===== config.mk =====
export PLATFORM = sky130hd
export DESIGN_NAME = ecc_scrub_controller
export DESIGN_NICKNAME = d
export VERILOG_FILES = /design/src/rtl/ecc_scrub_pkg.sv /design/src/rtl/ecc_scrub_timer.sv /design/src/rtl/ecc_scrub_controller.sv
export SDC_FILE = /design/constraint.sdc
export NUM_CORES = 1
export LEC_CHECK = 0
export ABC_CLOCK_PERIOD_IN_PS = 3500
export BUFFER_PORTS_ARGS = -buffer_cell sky130_fd_sc_hd__buf_2
export CAP_MARGIN = 20
export CORE_ASPECT_RATIO = 0.8
export CORE_UTILIZATION = 40
export CTS_CLUSTER_DIAMETER = 60
export DETAILED_ROUTE_END_ITERATION = 6
export GPL_ROUTABILITY_DRIVEN = 0
export HOLD_SLACK_MARGIN = 0.15
export PLACE_DENSITY = 0.9
export SLEW_MARGIN = 40
export SYNTH_ARGS = -nofsm -noshare
export SYNTH_HDL_FRONTEND = slang
export SYNTH_SLANG_ARGS = --single-unit

===== constraint.sdc =====
create_clock -name clk -period 3.5 [get_ports clk]
set_clock_uncertainty 0.2 [all_clocks]
set_input_delay 0.175 -clock clk [delete_from_list [all_inputs] [get_ports clk]]
set_output_delay 0.175 -clock clk [all_outputs]
set_load 0.005 [all_outputs]

===== src/rtl/ecc_scrub_pkg.sv =====
// Shared types and default widths for the ECC scrub controller.
// The FSM state enum is exported so checkers and benches can bind to it.
package ecc_scrub_pkg;

  typedef enum logic [2:0] {
    IDLE     = 3'd0,
    RD_REQ   = 3'd1,
    RD_DATA  = 3'd2,
    DEC_WAIT = 3'd3,
    ENC      = 3'd4,
    ENC_WAIT = 3'd5,
    WR_REQ   = 3'd6,
    NEXT     = 3'd7
  } scrub_state_e;

  localparam int unsigned DEF_DATA_WIDTH     = 8;
  localparam int unsigned DEF_CODEWORD_WIDTH = 26;
  localparam int unsigned DEF_DEPTH          = 16;
  localparam int unsigned DEF_INTERVAL       = 64;
  localparam int unsigned DEF_COUNT_WIDTH    = 16;

endpackage


===== src/rtl/ecc_scrub_timer.sv =====
// Loadable down-counter with enable and a zero flag; paces the gap
// between scrub reads. Reset and load both set it to LOAD_VALUE, and it
// stops at zero instead of wrapping.
module ecc_scrub_timer #(
  parameter int unsigned WIDTH      = 7,
  parameter int unsigned LOAD_VALUE = 64
) (
  input  logic clk,
  input  logic rst_n,
  input  logic load,
  input  logic en,
  output logic zero
);

  logic [WIDTH-1:0] count;

  // Count down while enabled; a load request takes priority.
  always_ff @(posedge clk or negedge rst_n) begin
    if (!rst_n) begin
      count <= WIDTH'(LOAD_VALUE);
    end else if (load) begin
      count <= WIDTH'(LOAD_VALUE);
    end else if (en && (count != '0)) begin
      count <= count - 1'b1;
    end
  end

  assign zero = (count == '0);

endmodule


===== src/rtl/ecc_scrub_controller.sv =====
// Background ECC scrubber: walks DEPTH codewords, decodes each one through
// the shared ECC engine and logs any flagged word in error statistics.
// Optional macro SCRUB_WRITEBACK_EN adds re-encode and writeback of flagged
// words plus a wb_count output.
//
// Memory handshake: mem_req is a valid signal and mem_gnt its ready. While
// mem_req is high, mem_we, mem_addr and mem_wdata stay constant; a transfer
// takes place on the cycle where mem_req and mem_gnt are both high. A grant
// seen with mem_req low is ignored.
module ecc_scrub_controller
  import ecc_scrub_pkg::*;
#(
  parameter int unsigned DATA_WIDTH     = DEF_DATA_WIDTH,
  parameter int unsigned CODEWORD_WIDTH = DEF_CODEWORD_WIDTH,
  parameter int unsigned DEPTH          = DEF_DEPTH,
  parameter int unsigned ADDR_WIDTH     = $clog2(DEPTH),
  parameter int unsigned INTERVAL       = DEF_INTERVAL,
  parameter int unsigned COUNT_WIDTH    = DEF_COUNT_WIDTH
) (
  input  logic                      clk,
  input  logic                      rst_n,
  input  logic                      scrub_en,
  input  logic                      clear_stats,
  output logic                      mem_req,
  output logic                      mem_we,
  output logic [ADDR_WIDTH-1:0]     mem_addr,
  output logic [CODEWORD_WIDTH-1:0] mem_wdata,
  input  logic                      mem_gnt,
  input  logic [CODEWORD_WIDTH-1:0] mem_rdata,
  output logic                      ecc_encode_en,
  output logic                      ecc_decode_en,
  output logic [DATA_WIDTH-1:0]     ecc_data_in,
  output logic [CODEWORD_WIDTH-1:0] ecc_codeword_in,
  input  logic [CODEWORD_WIDTH-1:0] ecc_codeword_out,
  input  logic                      ecc_valid_out,
  input  logic [DATA_WIDTH-1:0]     ecc_data_out,
  input  logic                      ecc_error_detected,
  output logic                      busy,
  output logic                      pass_done,
  output logic [COUNT_WIDTH-1:0]    err_count,
  output logic                      err_valid,
  output logic [ADDR_WIDTH-1:0]     err_addr,
`ifdef SCRUB_WRITEBACK_EN
  output logic [COUNT_WIDTH-1:0]    wb_count,
`endif
  output scrub_state_e              fsm_state
);

  localparam int unsigned TIMER_WIDTH = $clog2(INTERVAL + 1);
  localparam logic [ADDR_WIDTH-1:0] LAST_ADDR = ADDR_WIDTH'(DEPTH - 1);

  scrub_state_e          state;
  scrub_state_e          state_next;
  logic [ADDR_WIDTH-1:0] scrub_addr;
  logic                  timer_load;
  logic                  timer_en;
  logic                  timer_zero;
  logic                  err_hit;
  logic                  unused_inputs;

`ifdef SCRUB_WRITEBACK_EN
  logic [DATA_WIDTH-1:0]     data_q;
  logic [CODEWORD_WIDTH-1:0] cw_q;
  logic                      wr_done;
`endif

  ecc_scrub_timer #(
    .WIDTH      (TIMER_WIDTH),
    .LOAD_VALUE (INTERVAL)
  ) u_timer (
    .clk   (clk),
    .rst_n (rst_n),
    .load  (timer_load),
    .en    (timer_en),
    .zero  (timer_zero)
  );

  // A word counts as in error only in the cycle the engine's flag is valid.
  assign err_hit = (state == DEC_WAIT) && ecc_error_detected;

  // State register.
  always_ff @(posedge clk or negedge rst_n) begin
    if (!rst_n) begin
      state <= IDLE;
    end else begin
      state <= state_next;
    end
  end

  // Next-state logic and interval timer control.
  always_comb begin
    state_next = state;
    timer_load = 1'b0;
    timer_en   = 1'b0;
    case (state)
      IDLE: begin
        // scrub_en low parks here with timer and address frozen.
        if (scrub_en) begin
          if (timer_zero) state_next = RD_REQ;
          else            timer_en   = 1'b1;
        end
      end
      RD_REQ:   if (mem_gnt) state_next = RD_DATA;
      RD_DATA:  state_next = DEC_WAIT;
      DEC_WAIT: begin
`ifdef SCRUB_WRITEBACK_EN
        state_next = ecc_error_detected ? ENC : NEXT;
`else
        state_next = NEXT;
`endif
      end
      ENC:      state_next = ENC_WAIT;
      ENC_WAIT: state_next = WR_REQ;
      WR_REQ:   if (mem_gnt) state_next = NEXT;
      NEXT: begin
        timer_load = 1'b1;
        state_next = IDLE;
      end
      default:  state_next = IDLE;
    endcase
  end

  // Scrub address advances once per finished word and wraps at DEPTH-1.
  always_ff @(posedge clk or negedge rst_n) begin
    if (!rst_n) begin
      scrub_addr <= '0;
    end else if (state == NEXT) begin
      scrub_addr <= (scrub_addr == LAST_ADDR) ? '0 : scrub_addr + 1'b1;
    end
  end

  // Error statistics; a clear request beats a coincident error.
  always_ff @(posedge clk or negedge rst_n) begin
    if (!rst_n) begin
      err_count <= '0;
      err_valid <= 1'b0;
      err_addr  <= '0;
    end else if (clear_stats) begin
      err_count <= '0;
      err_valid <= 1'b0;
      err_addr  <= '0;
    end else if (err_hit) begin
      if (err_count != '1) err_count <= err_count + 1'b1;
      if (!err_valid) begin
        err_valid <= 1'b1;
        err_addr  <= scrub_addr;
      end
    end
  end

`ifdef SCRUB_WRITEBACK_EN
  assign wr_done = (state == WR_REQ) && mem_gnt;

  // Capture decoded data, then the re-encoded codeword, for the writeback.
  always_ff @(posedge clk or negedge rst_n) begin
    if (!rst_n) begin
      data_q <= '0;
      cw_q   <= '0;
    end else begin
      if (state == DEC_WAIT) data_q <= ecc_data_out;
      if (state == ENC_WAIT) cw_q   <= ecc_codeword_out;
    end
  end

  // Saturating count of completed writebacks.
  always_ff @(posedge clk or negedge rst_n) begin
    if (!rst_n) begin
      wb_count <= '0;
    end else if (clear_stats) begin
      wb_count <= '0;
    end else if (wr_done && (wb_count != '1)) begin
      wb_count <= wb_count + 1'b1;
    end
  end

  assign mem_we        = (state == WR_REQ);
  assign mem_wdata     = (state == WR_REQ) ? cw_q : '0;
  assign ecc_encode_en = (state == ENC);
  assign ecc_data_in   = (state == ENC) ? data_q : '0;
  // The engine has fixed one-cycle latency, so its valid pulse is implied.
  assign unused_inputs = ecc_valid_out;
`else
  assign mem_we        = 1'b0;
  assign mem_wdata     = '0;
  assign ecc_encode_en = 1'b0;
  assign ecc_data_in   = '0;
  // Encode results and decoded data are only needed for writeback.
  assign unused_inputs = ^{ecc_valid_out, ecc_codeword_out, ecc_data_out};
`endif

  // Memory and engine strobes are pure decodes of the state, so they hold
  // steady for as long as the FSM waits on a grant.
  assign mem_req         = (state == RD_REQ) || (state == WR_REQ);
  assign mem_addr        = scrub_addr;
  assign ecc_decode_en   = (state == RD_DATA);
  assign ecc_codeword_in = (state == RD_DATA) ? mem_rdata : '0;
  assign busy            = (state != IDLE);
  assign pass_done       = (state == NEXT) && (scrub_addr == LAST_ADDR);
  assign fsm_state       = state;

endmodule


Word-level counts from Yosys, hierarchy flattened
Index checks and enable logic that the tools add are counted.
Widths: inputs -> output; s select.
- register bits: 35
- input bits: 67
- output and inout bits: 94
- word-level logic and storage cells: 58
- add/sub/neg operators: 3
- eq/ne operators: 14
- muxes and demuxes: 21
- reduce and logical (&&, ||, !) cells: 14
- operators by type and width (cell ; number):
    $mux 16 ; 3
    $mux 26 ; 1
    $pmux 3 s8 ; 1
    $add 16x1->16 const B ; 1
    $mux 4 ; 4
    $ne 16x16->1 const B ; 1
    $mux 7 ; 2
    $eq 3x3->1 const B ; 4
    $mux 3 ; 4
    $ne 2x2->1 const B ; 5
    $logic_not 7->1 ; 1
    $reduce_bool 7->1 ; 1
    $sub 7x1->7 const B ; 1
    $eq 3x2->1 const B ; 2
    $mux 1 ; 6
    $reduce_bool 2->1 ; 3
    $add 4x1->4 const B ; 1
    $eq 4x4->1 const B ; 1
    $reduce_and 2->1 ; 2
    $reduce_and 4->1 ; 1
    $eq 3x1->1 const B ; 1
    $logic_and 1x1->1 ; 3
    $logic_not 3->1 ; 1
    $reduce_bool 3->1 ; 1
    $logic_or 1x1->1 ; 1

Depth between registers and ports, before layout
Gate-level depths: netlist of the first run.
- depth after elaboration: 7
- depth in mapped cells: 7
- mapped depth without buffers: 6

Cells and area by module
Synthesis of the first run repeated with hierarchy kept, for this count alone.
- cells, all modules: 272
- area total of the unflattened synthesis: 2344.7 um^2
- modules (own cells, without submodules) (module ; times used ; cells each ; area an instance (um^2) ; sequential area each (um^2)):
    ecc_scrub_controller ; 1 ; 226 ; 1926.8 ; 700.7
    ecc_scrub_timer ; 1 ; 46 ; 417.9 ; 176.4

Worst setup path before layout of the first run
No wires, ideal clock.
- path kind: register -> register
- start point: register state[1] (netlist: fsm_state[1])
- end point: register err_count[15]
- setup time: 0.125 ns
- data arrival time: 1.844 ns
- data required time: 3.175 ns
- slack: 1.331 ns
- stages on the path, launching flop included: 7
- buffers on the path: 2
- period minus slack after synthesis: 2.169 ns
- path through: dfrtp_1 buf_4 nand4b_4 or4_1 buf_2 nor4_1 mux2_2
- cells in the longest elaborated chain, start to end: 4
- RTL lines (what ; line ; source):
    start, declared ; ecc_scrub_controller.sv:52 ; scrub_state_e state;
    start signal, assigned ; ecc_scrub_controller.sv:86 ; state <= state_next;
    $eq 3x2->1 ; ecc_scrub_controller.sv:79 ; assign err_hit = (state == DEC_WAIT) && ecc_error_detected;
    $logic_and 1x1->1 ; ecc_scrub_controller.sv:79 ;
    $reduce_bool 2->1 (no line) ; - ;
    $reduce_and 2->1 (no line) ; - ;
    end signal, assigned ; ecc_scrub_controller.sv:143 ; if (err_count != '1) err_count <= err_count + 1'b1;
    end, declared ; ecc_scrub_controller.sv:40 ; output logic [COUNT_WIDTH-1:0] err_count,
Every way passes these cells.
A chain may end at the register's enable or synchronous reset.

Worst setup path after layout of the first run
- start point: register state[0] (netlist: fsm_state[0])
- end point: register err_count[15]
Same word-level chain as after synthesis.

==> out/summary.txt, run 1 <==
Max VDD drop - 0.3479 mV
vias in the first global route - 2014
Final Hold Vio Count - 0
worst r2r path cells - 4
Die Y-Extent - 70.13 um
top-area cell type share of the netlist area - 36.66%
nets - 426
aggregate routed wire length - 5316 um
period utilization - 76.59%
Num Clock Sinks - 35
Worst Path Required - 3.46 ns
hold endpoint - fsm_state[0]$_DFFE_PN0P_
CTS tree - done
Post-Syn Instances - 269
Ys Warns - 0
setup violators final - 0
Pins Over Slew Limit - 0
CTS clock-pin slew for the worst setup and hold paths - 0.07 ns
drt pass-1 iters - 4
unrepaired setup endpoints after global routing - no
multi-input logic area - 0.001249 mm^2
Vias - 2159
R2R Path End - err_count[15]$_DFFE_PN0P_
hold wc startpoint - scrub_en
Ant. Diodes - 0
FMAX - 0.3731 GHz
max_slew headroom - 58.57%
Layout Utilization - 51.04%
max_cap viols - 0
initial drt markers - 95
IO buf count - 89
Worst Setup End Kind - flip-flop
Post-synth ARST share - 100.0%
Tmin final - 2.681 ns
Core Region - 0.005525 mm^2
commonest non-fill, non-tap cell in the layout - buf_2
Avg WL per Cell - 12.25 um
root cell of the clock tree - clkbuf_8
grt total ovfl - 0
GR Util met2 - 31.85%
Synth area leaders - dfrtp_1 (37%), buf_4 (12%), and2_1 (7.0%), a21oi_1 (3.7%), or4_1 (3.6%)
Die Span X - 87.17 um
largest net degree at the start of global routing - 36
gr busiest metal - met2
predominant post-synthesis flop cell - dfrtp_1
Yosys top cell by area - dfrtp_1
Total Power - 1.481 mW
drt drc - 0
Setup Buffers After CTS - 0
total track usage - 17.96%
Syn Std Cell Area - 0.002321 mm^2
antenna-violating nets left - 0
die area - 0.006113 mm^2
register area - 877.1 um^2
clock latency on the worst-skew pair - 0.29 ns
Seq/Total Area, Yosys - 37.79%
CP Class - reg2reg
Seq cells post-synth - 35
TritonCTS Buffers - 5
Worst Setup SP - fsm_state[0]$_DFFE_PN0P_
IO Count - 161
filler cell count - 531
Avg Synthesized Cell Area - 8.628 um^2
H-tree levels - 2
Final TNS setup - 0 ns
GR Util met1 - 21.52%
worst hold path depth - 4
Vias/cell - 4.975
commonest cells after routing, fill and taps aside - buf_2 (88), conb_1 (36), dfrtp_1 (34)
Resized cells post-CTS - 0
Startpoint Class - flip-flop
initial antenna violation count - 0
post-synthesis cell type count - 39
Area Overhead vs Synth - 21.51%
clock buffer depth - 2
power per cell area - 525.0 mW/mm^2
hold crit path type - in2reg
critical path arrival - 2.64 ns
# rows - 24
GR Layer Usage met3 - 4.965%
RR Startpoint - fsm_state[0]$_DFFE_PN0P_
worst-path maximum fanout - 18
Post-synth EDFFs - 0
status - finished, final reports clean
global-route wire length before repair - 8728 um
P_leak - 1.399 nW
Initial Util - 42.01%
DP HPWL - 3965 um
proportion of layout cells with a drive suffix above 1 - 30.06%
slack of the worst reg-to-reg path - 0.82 ns
worst slew pin tran - 0.6194 ns
report_power, final:
part / internal [mW] / switching, mW / total (mW)
registers: 0.483 / 0.147 / 0.630
clock network: 0.139 / 0.143 / 0.282
logic: 0.269 / 0.301 / 0.569
total: 0.890 / 0.590 / 1.48
registers in the layout (all words and copies together) (netlist names):
signal	flops
fsm_state	3
err_valid	1
u_timer.count	7
err_addr	4
err_count	16
mem_addr	4
critical path: stages, from the launching register on:
cell and delay [ns]:
dfrtp_1 0.65, nand4b_4 0.31, or4_1 0.71, nor4_1 0.32, mux2_2 0.37
cells in the mapped netlist, drive strengths merged (4+ instances only):
library cell,instances
nand2,21
nor2b,4
and2,26
o31ai,8
xor2,5
nand4,7
nor3,5
nor4,4
ha,4
nor2,14
or4,11
a21oi,17
o21ai,16
clkbuf,11
dfrtp,34
nand3,8
inv,7
buf,38
logic make-up after synthesis:
logic type,share of synthesized area (%)
xor+xnor,2.642
simple gates,27.82
other cells,0.1616
mux,1.455
fa+ha+maj,2.156
compound gates,12.88
flops,37.79
buf+inv,15.09
layer usage:
layer  part of all wire, %  up-vias
li1                      -     1047
met2                    49       98
met3                   7.1        5
met4                  0.73        0
met1                    43     1009
met5                     0        -
how the worst max path moves through the flow:
stage,end,slack (ns)
after floorplan,err_count[15]$_DFFE_PN0P_,1.33
after global placement,err_count[15]$_DFFE_PN0P_,0.95
after detailed placement,err_count[15]$_DFFE_PN0P_,0.86
after CTS,err_count[15]$_DFFE_PN0P_,0.85
after global routing,err_count[15]$_DFFE_PN0P_,0.62
final,err_count[15]$_DFFE_PN0P_,0.82
through the flow:
stage / std cells / cell area, um^2 / hold WS [ns] / setup WS, ns
after CTS: 434 / 2811 / 0.1511 / 0.8461
after global routing: 434 / 2820 / 0.1817 / 0.6249
after detailed placement: 423 / 2696 / 0.1046 / 0.8640
final: 434 / 2820 / 0.1627 / 0.8195
after global placement: 423 / 2690 / 0.09698 / 0.9516
after floorplan: 304 / 2452 / -0.3206 / 1.331
what timing repair did:
item                                    CTS  global route
endpoints found under the hold margin    48             0
hold buffers                              3             0
endpoints found under the setup margin    0             0
final cells by class:
cell class,count,area share (%)
clock inverter,2,0.4437
clock buffer,6,2.573
sequential,35,31.10
tap,78,3.461
inverter,7,0.9317
multi-input combinational,213,44.28
timing repair buffer,93,17.21
Power figures use the tool's default switching activity.
==> inputs of run 2 (changes only) <==
--- a/config.mk
+++ b/config.mk
@@ -5,7 +5,7 @@
 export SDC_FILE = /design/constraint.sdc
 export NUM_CORES = 1
 export LEC_CHECK = 0
-export ABC_CLOCK_PERIOD_IN_PS = 3500
+export ABC_CLOCK_PERIOD_IN_PS = 2700
 export BUFFER_PORTS_ARGS = -buffer_cell sky130_fd_sc_hd__buf_2
 export CAP_MARGIN = 20
 export CORE_ASPECT_RATIO = 0.8
==> constraint.sdc (replaced) <==
create_clock -name clk -period 2.7 [get_ports clk]
set_clock_uncertainty 0.2 [all_clocks]
set_input_delay 0.135 -clock clk [delete_from_list [all_inputs] [get_ports clk]]
set_output_delay 0.135 -clock clk [all_outputs]
set_load 0.005 [all_outputs]
==> run 2 against run 1 <==
Compared with the run above: cell count increased by 1.8%; utilization increased by 1.4 points; sequential power increased by 18%; highest routed layer unchanged; maximum frequency increased by 16%; largest power group is now combinational cells; worst hold slack got worse by 0.034 ns; critical path type unchanged; via count increased by 2.2%; power increased by 40%; final area increased by 2.8%.
==> out/summary.txt, run 2 (same netlist as run 1, synthesis figures left out) <==
Tmin final - 2.315 ns
setup violators final - 0
CTS clock-pin slew for the worst setup and hold paths - 0.08 ns
commonest non-fill, non-tap cell in the layout - buf_2
worst r2r path cells - 5
TritonCTS Buffers - 5
max_slew headroom - 62.94%
Largest Register - err_count
initial antenna violation count - 0
clock latency on the worst-skew pair - 0.29 ns
Initial Util - 42.01%
H-tree levels - 2
critical path arrival - 2.34 ns
placed cells - 430
Placed Area - 0.002743 mm^2
commonest cells after routing, fill and taps aside - buf_2 (88), conb_1 (36), dfrtp_1 (34)
Core Region - 0.005525 mm^2
P_leak - 1.452 nW
RR Startpoint - err_count[0]$_DFFE_PN0P_
grt total ovfl - 0
antenna-violating nets left - 0
total track usage - 18.47%
drt drc - 0
post-route cell area - 0.002898 mm^2
initial drt markers - 111
Avg WL per Cell - 12.04 um
CP Class - reg2reg
Resized cells post-CTS - 0
slack of the worst reg-to-reg path - 0.38 ns
CTS tree - done
worst-path maximum fanout - 6
Area Overhead vs Synth - 24.85%
hold crit path type - in2async
power per cell area - 715.1 mW/mm^2
Max VDD drop - 0.4083 mV
Worst Path Required - 2.72 ns
Die Span X - 87.17 um
FMAX - 0.4319 GHz
proportion of layout cells with a drive suffix above 1 - 31.32%
worst slew pin tran - 0.5513 ns
max_cap viols - 0
IO buf count - 89
Final TNS setup - 0 ns
global-route wire length before repair - 8914 um
period utilization - 85.75%
clock buffer depth - 2
Num Clock Sinks - 35
root cell of the clock tree - clkbuf_8
Ant. Diodes - 0
R2R Path End - err_count[12]$_DFFE_PN0P_
aggregate routed wire length - 5322 um
# hold bufs at CTS - 4
Worst Setup SP - err_count[0]$_DFFE_PN0P_
drt pass-1 iters - 4
Setup Buffers After CTS - 0
CP endpoint - err_count[12]$_DFFE_PN0P_
IO Count - 161
Vias - 2206
Worst Setup End Kind - flip-flop
Startpoint Class - flip-flop
die area - 0.006113 mm^2
Top Registers - err_count (16), u_timer.count (7)
Pins Over Slew Limit - 0
Final Hold Vio Count - 0
largest net degree at the start of global routing - 36
max reg flops - 16
vias in the first global route - 2093
Vias/cell - 4.991
Finished Layout Cells - 442
nets - 434
DP HPWL - 4021 um
# rows - 24
Total Power - 2.072 mW
Layout Utilization - 52.45%
Die Y-Extent - 70.13 um
unrepaired setup endpoints after global routing - no
status - finished, final reports clean
[run 2: worst max-delay path: stages, from the launching register on]
cell and delay (ns):
dfrtp_1 0.43, ha_1 0.22, nand4_1 0.17, or4_1 0.65, or4_1 0.43, a21oi_1 0.14
[run 2: how the worst min path moves through the flow]
| stage | startpoint | endpoint | slack [ns] | cells after the start |
|---|---|---|---|---|
| 6_report | rst_n | err_count[2]$_DFFE_PN0P_ | 0.13 | 2 |
| 4_1_cts | ecc_error_detected | err_valid$_DFFE_PN0P_ | 0.18 | 4 |
| 2_1_floorplan | rst_n | err_addr[0]$_DFFE_PN0P_ | -0.36 | 0 |
| 3_3_place_gp | rst_n | err_addr[2]$_DFFE_PN0P_ | 0.05 | 1 |
| 3_5_place_dp | rst_n | mem_addr[2]$_DFFE_PN0P_ | 0.05 | 1 |
| 5_1_grt | rst_n | err_count[8]$_DFFE_PN0P_ | 0.18 | 2 |
[run 2: where the power goes]
| part | internal, mW | total (mW) | leakage, nW | switching (mW) |
|---|---|---|---|---|
| clock network | 0.275 | 0.473 | 0.0581 | 0.198 |
| registers | 0.627 | 0.746 | 0.468 | 0.119 |
| logic | 0.403 | 0.853 | 0.925 | 0.450 |
[run 2: cell type report]
type,instances,area [um^2]
multi-input combinational,213,1236
sequential,35,877.1
clock inverter,3,43.79
tap,78,97.59
fill,522,2628
timing repair buffer,101,548.0
clock buffer,5,68.82
inverter,7,26.28
[run 2: layer usage]
metal | GRT usage [%] | wire length [um] | part of all wire, % | vias up
li1 | - | - | - | 1061
met1 | 21.24 | 2234 | 42 | 1041
met2 | 33.60 | 2671 | 50 | 96
met3 | 5.201 | 371 | 7.0 | 8
met4 | 4.372 | 45 | 0.85 | 0
met5 | 0 | 0 | 0 | -
[run 2: through the flow]
step | setup WS [ns] | hold WS [ns]
final | 0.3849 | 0.1290
after floorplan | 0.5308 | -0.3606
after global routing | 0.2202 | 0.1804
after detailed placement | 0.3841 | 0.05143
after CTS | 0.3694 | 0.1768
after global placement | 0.4254 | 0.04783
==> inputs of run 3 (changes only) <==
--- a/config.mk
+++ b/config.mk
@@ -9,12 +9,13 @@
 export BUFFER_PORTS_ARGS = -buffer_cell sky130_fd_sc_hd__buf_2
 export CAP_MARGIN = 20
 export CORE_ASPECT_RATIO = 0.8
-export CORE_UTILIZATION = 40
+export CORE_UTILIZATION = 42
 export CTS_CLUSTER_DIAMETER = 60
 export DETAILED_ROUTE_END_ITERATION = 6
 export GPL_ROUTABILITY_DRIVEN = 0
 export HOLD_SLACK_MARGIN = 0.15
-export PLACE_DENSITY = 0.9
+export PLACE_DENSITY = 0.93
+export RECOVER_POWER = 25
 export SLEW_MARGIN = 40
 export SYNTH_ARGS = -nofsm -noshare
 export SYNTH_HDL_FRONTEND = slang
==> run 3 against run 2 <==
Compared with the run above: the flow now finishes with violations (capacitance limit, slew limit); sequential cell count is the same; clock power shrank 24%; sequential power is essentially flat; via count shrank 0.45%; utilization grew 2.7 points; power shrank 4.6%; worst setup slack lost 0.058 ns; worst hold slack gained 0.064 ns; maximum frequency shrank 2.4%; non-clock buffer count is the same; first-iteration DRC count grew 16%; sequential share of layout area grew 0.59 points; critical endpoint unchanged; highest routed layer unchanged.
==> out/summary.txt, run 3 (same netlist as run 1, synthesis figures left out) <==
status - complete, but fails checks
failing checks - capacitance limit, slew limit
GR Util met1 - 20.89%
register area - 877.1 um^2
hold crit path type - in2reg
drt drc - 0
Total Power - 1.977 mW
crit-path max cell delay - 0.66 ns
Avg WL per Cell - 12.77 um
CP delay by family, top - simple AND/OR/NAND/NOR gates
RR Startpoint - err_count[0]$_DFFE_PN0P_
P_leak - 1.432 nW
vias in the first global route - 1938
WP buf/inv - 0
Tmin final - 2.373 ns
CTS clock-pin slew for the worst setup and hold paths - 0.07 ns
worst slew pin tran - 1.812 ns
filler cell count - 465
grt total ovfl - 0
CTS tree - done
CP Class - reg2reg
Area Overhead vs Synth - 22.48%
multi-input logic area - 0.001236 mm^2
Max VDD drop - 0.3338 mV
unrepaired setup endpoints after global routing - no
root cell of the clock tree - clkbuf_8
die area - 0.005829 mm^2
Die Y-Extent - 68.49 um
worst hold path depth - 4
CP most frequent cell - or4_1
IO buf count - 89
crit path cell chain - ha_1, nand4_1, or4_1, or4_1, a21oi_1
largest net degree at the start of global routing - 36
Resized cells post-CTS - 0
global-route wire length before repair - 8659 um
initial antenna violation count - 0
WHS - 0.1934 ns
Final Hold Vio Count - 0
gr busiest metal - met2
Top Registers - err_count (16), u_timer.count (7)
FMAX - 0.4214 GHz
period utilization - 87.89%
nets - 434
IO Count - 161
Largest Register - err_count
worst r2r path cells - 5
max_cap viols - 1
clock buffer depth - 2
drt pass-1 iters - 4
slowest CP cell - or4_1
DP HPWL - 4106 um
total track usage - 19.21%
antenna-violating nets left - 0
hold endpoint - err_valid$_DFFE_PN0P_
Initial Util - 45.06%
GR Util met2 - 36.79%
# rows - 23
proportion of layout cells with a drive suffix above 1 - 30.49%
power per cell area - 695.3 mW/mm^2
Final TNS setup - 0 ns
TritonCTS Buffers - 5
worst-path maximum fanout - 6
Vias/cell - 5.155
Ant. Diodes - 0
Startpoint Class - flip-flop
clock latency on the worst-skew pair - 0.28 ns
critical path arrival - 2.38 ns
max reg flops - 16
Vias - 2196
Num Clock Sinks - 35
Worst Path Required - 2.70 ns
GR Layer Usage met3 - 5.000%
H-tree levels - 2
commonest non-fill, non-tap cell in the layout - buf_2
Die Span X - 85.11 um
Core Region - 0.005151 mm^2
slack of the worst reg-to-reg path - 0.33 ns
aggregate routed wire length - 5442 um
initial drt markers - 129
Pins Over Slew Limit - 36
hold wc startpoint - ecc_error_detected
max_slew headroom - -20.78%
R2R Path End - err_count[12]$_DFFE_PN0P_
Worst Setup End Kind - flip-flop
setup violators final - 0
commonest cells after routing, fill and taps aside - buf_2 (88), conb_1 (36), dfrtp_1 (34)
[run 3: changes by cell type in the layout (fill, tap and decap cells not counted)]
cell / previous run / this run
clkinv_4: 1 / 0
clkbuf_1: 0 / 3
buf_4: 9 / 8
bufinv_16: 1 / 0
[run 3: how the worst max path moves through the flow]
stage / start / to / slack (ns) / depth (start not counted)
finish: err_count[0]$_DFFE_PN0P_ / err_count[12]$_DFFE_PN0P_ / 0.33 / 5
global route: rst_n / err_count[12]$_DFFE_PN0P_ / 0.14 / 2
CTS: err_count[0]$_DFFE_PN0P_ / err_count[12]$_DFFE_PN0P_ / 0.35 / 5
detailed placement: err_count[0]$_DFFE_PN0P_ / err_count[12]$_DFFE_PN0P_ / 0.38 / 5
global placement: err_count[0]$_DFFE_PN0P_ / err_count[12]$_DFFE_PN0P_ / 0.41 / 5
floorplan: fsm_state[1]$_DFFE_PN0P_ / err_count[15]$_DFFE_PN0P_ / 0.53 / 6
[run 3: stage by stage]
step                      setup WS (ns)  utilization, %  area [um^2]  std cells
after floorplan                  0.5308               -         2452        304
after global placement           0.4087           52.85         2723        414
after detailed placement         0.3832           52.85         2723        414
after CTS                        0.3467           55.21         2844        426
after global routing             0.1435           55.19         2843        426
final                            0.3270           55.19         2843        426
[run 3: layout make-up]
cell class                      count  area share, %
Inverter                            7         0.9243
Multi-Input combinational cell    213          43.49
Tap cell                           62          2.729
Clock buffer                        7          2.685
Clock inverter                      1         0.1761
Sequential cell                    35          30.85
Timing Repair Buffer              101          19.15
[run 3: worst min-delay path: stages]
cell and delay, ns:
buf_2 0.12, and4b_1 0.23, nor2_1 0.10, nor2_1 0.05
[run 3: per-layer routing]
metal  vias up  part of all wire, %
li1       1061                    -
met1      1031                   40
met2        96                   52
met3         8                  6.6
met4         0                  1.4
met5         -                    0
[run 3: repair_timing]
action                                 CTS  global route
setup buffers                            0             0
hold buffers                             4             0
endpoints found under the hold margin   54             0
[run 3: where the power goes]
group / internal [mW] / switching, mW
Sequential: 0.627 / 0.119
Combinational: 0.401 / 0.468
Clock: 0.181 / 0.180
Total: 1.21 / 0.767
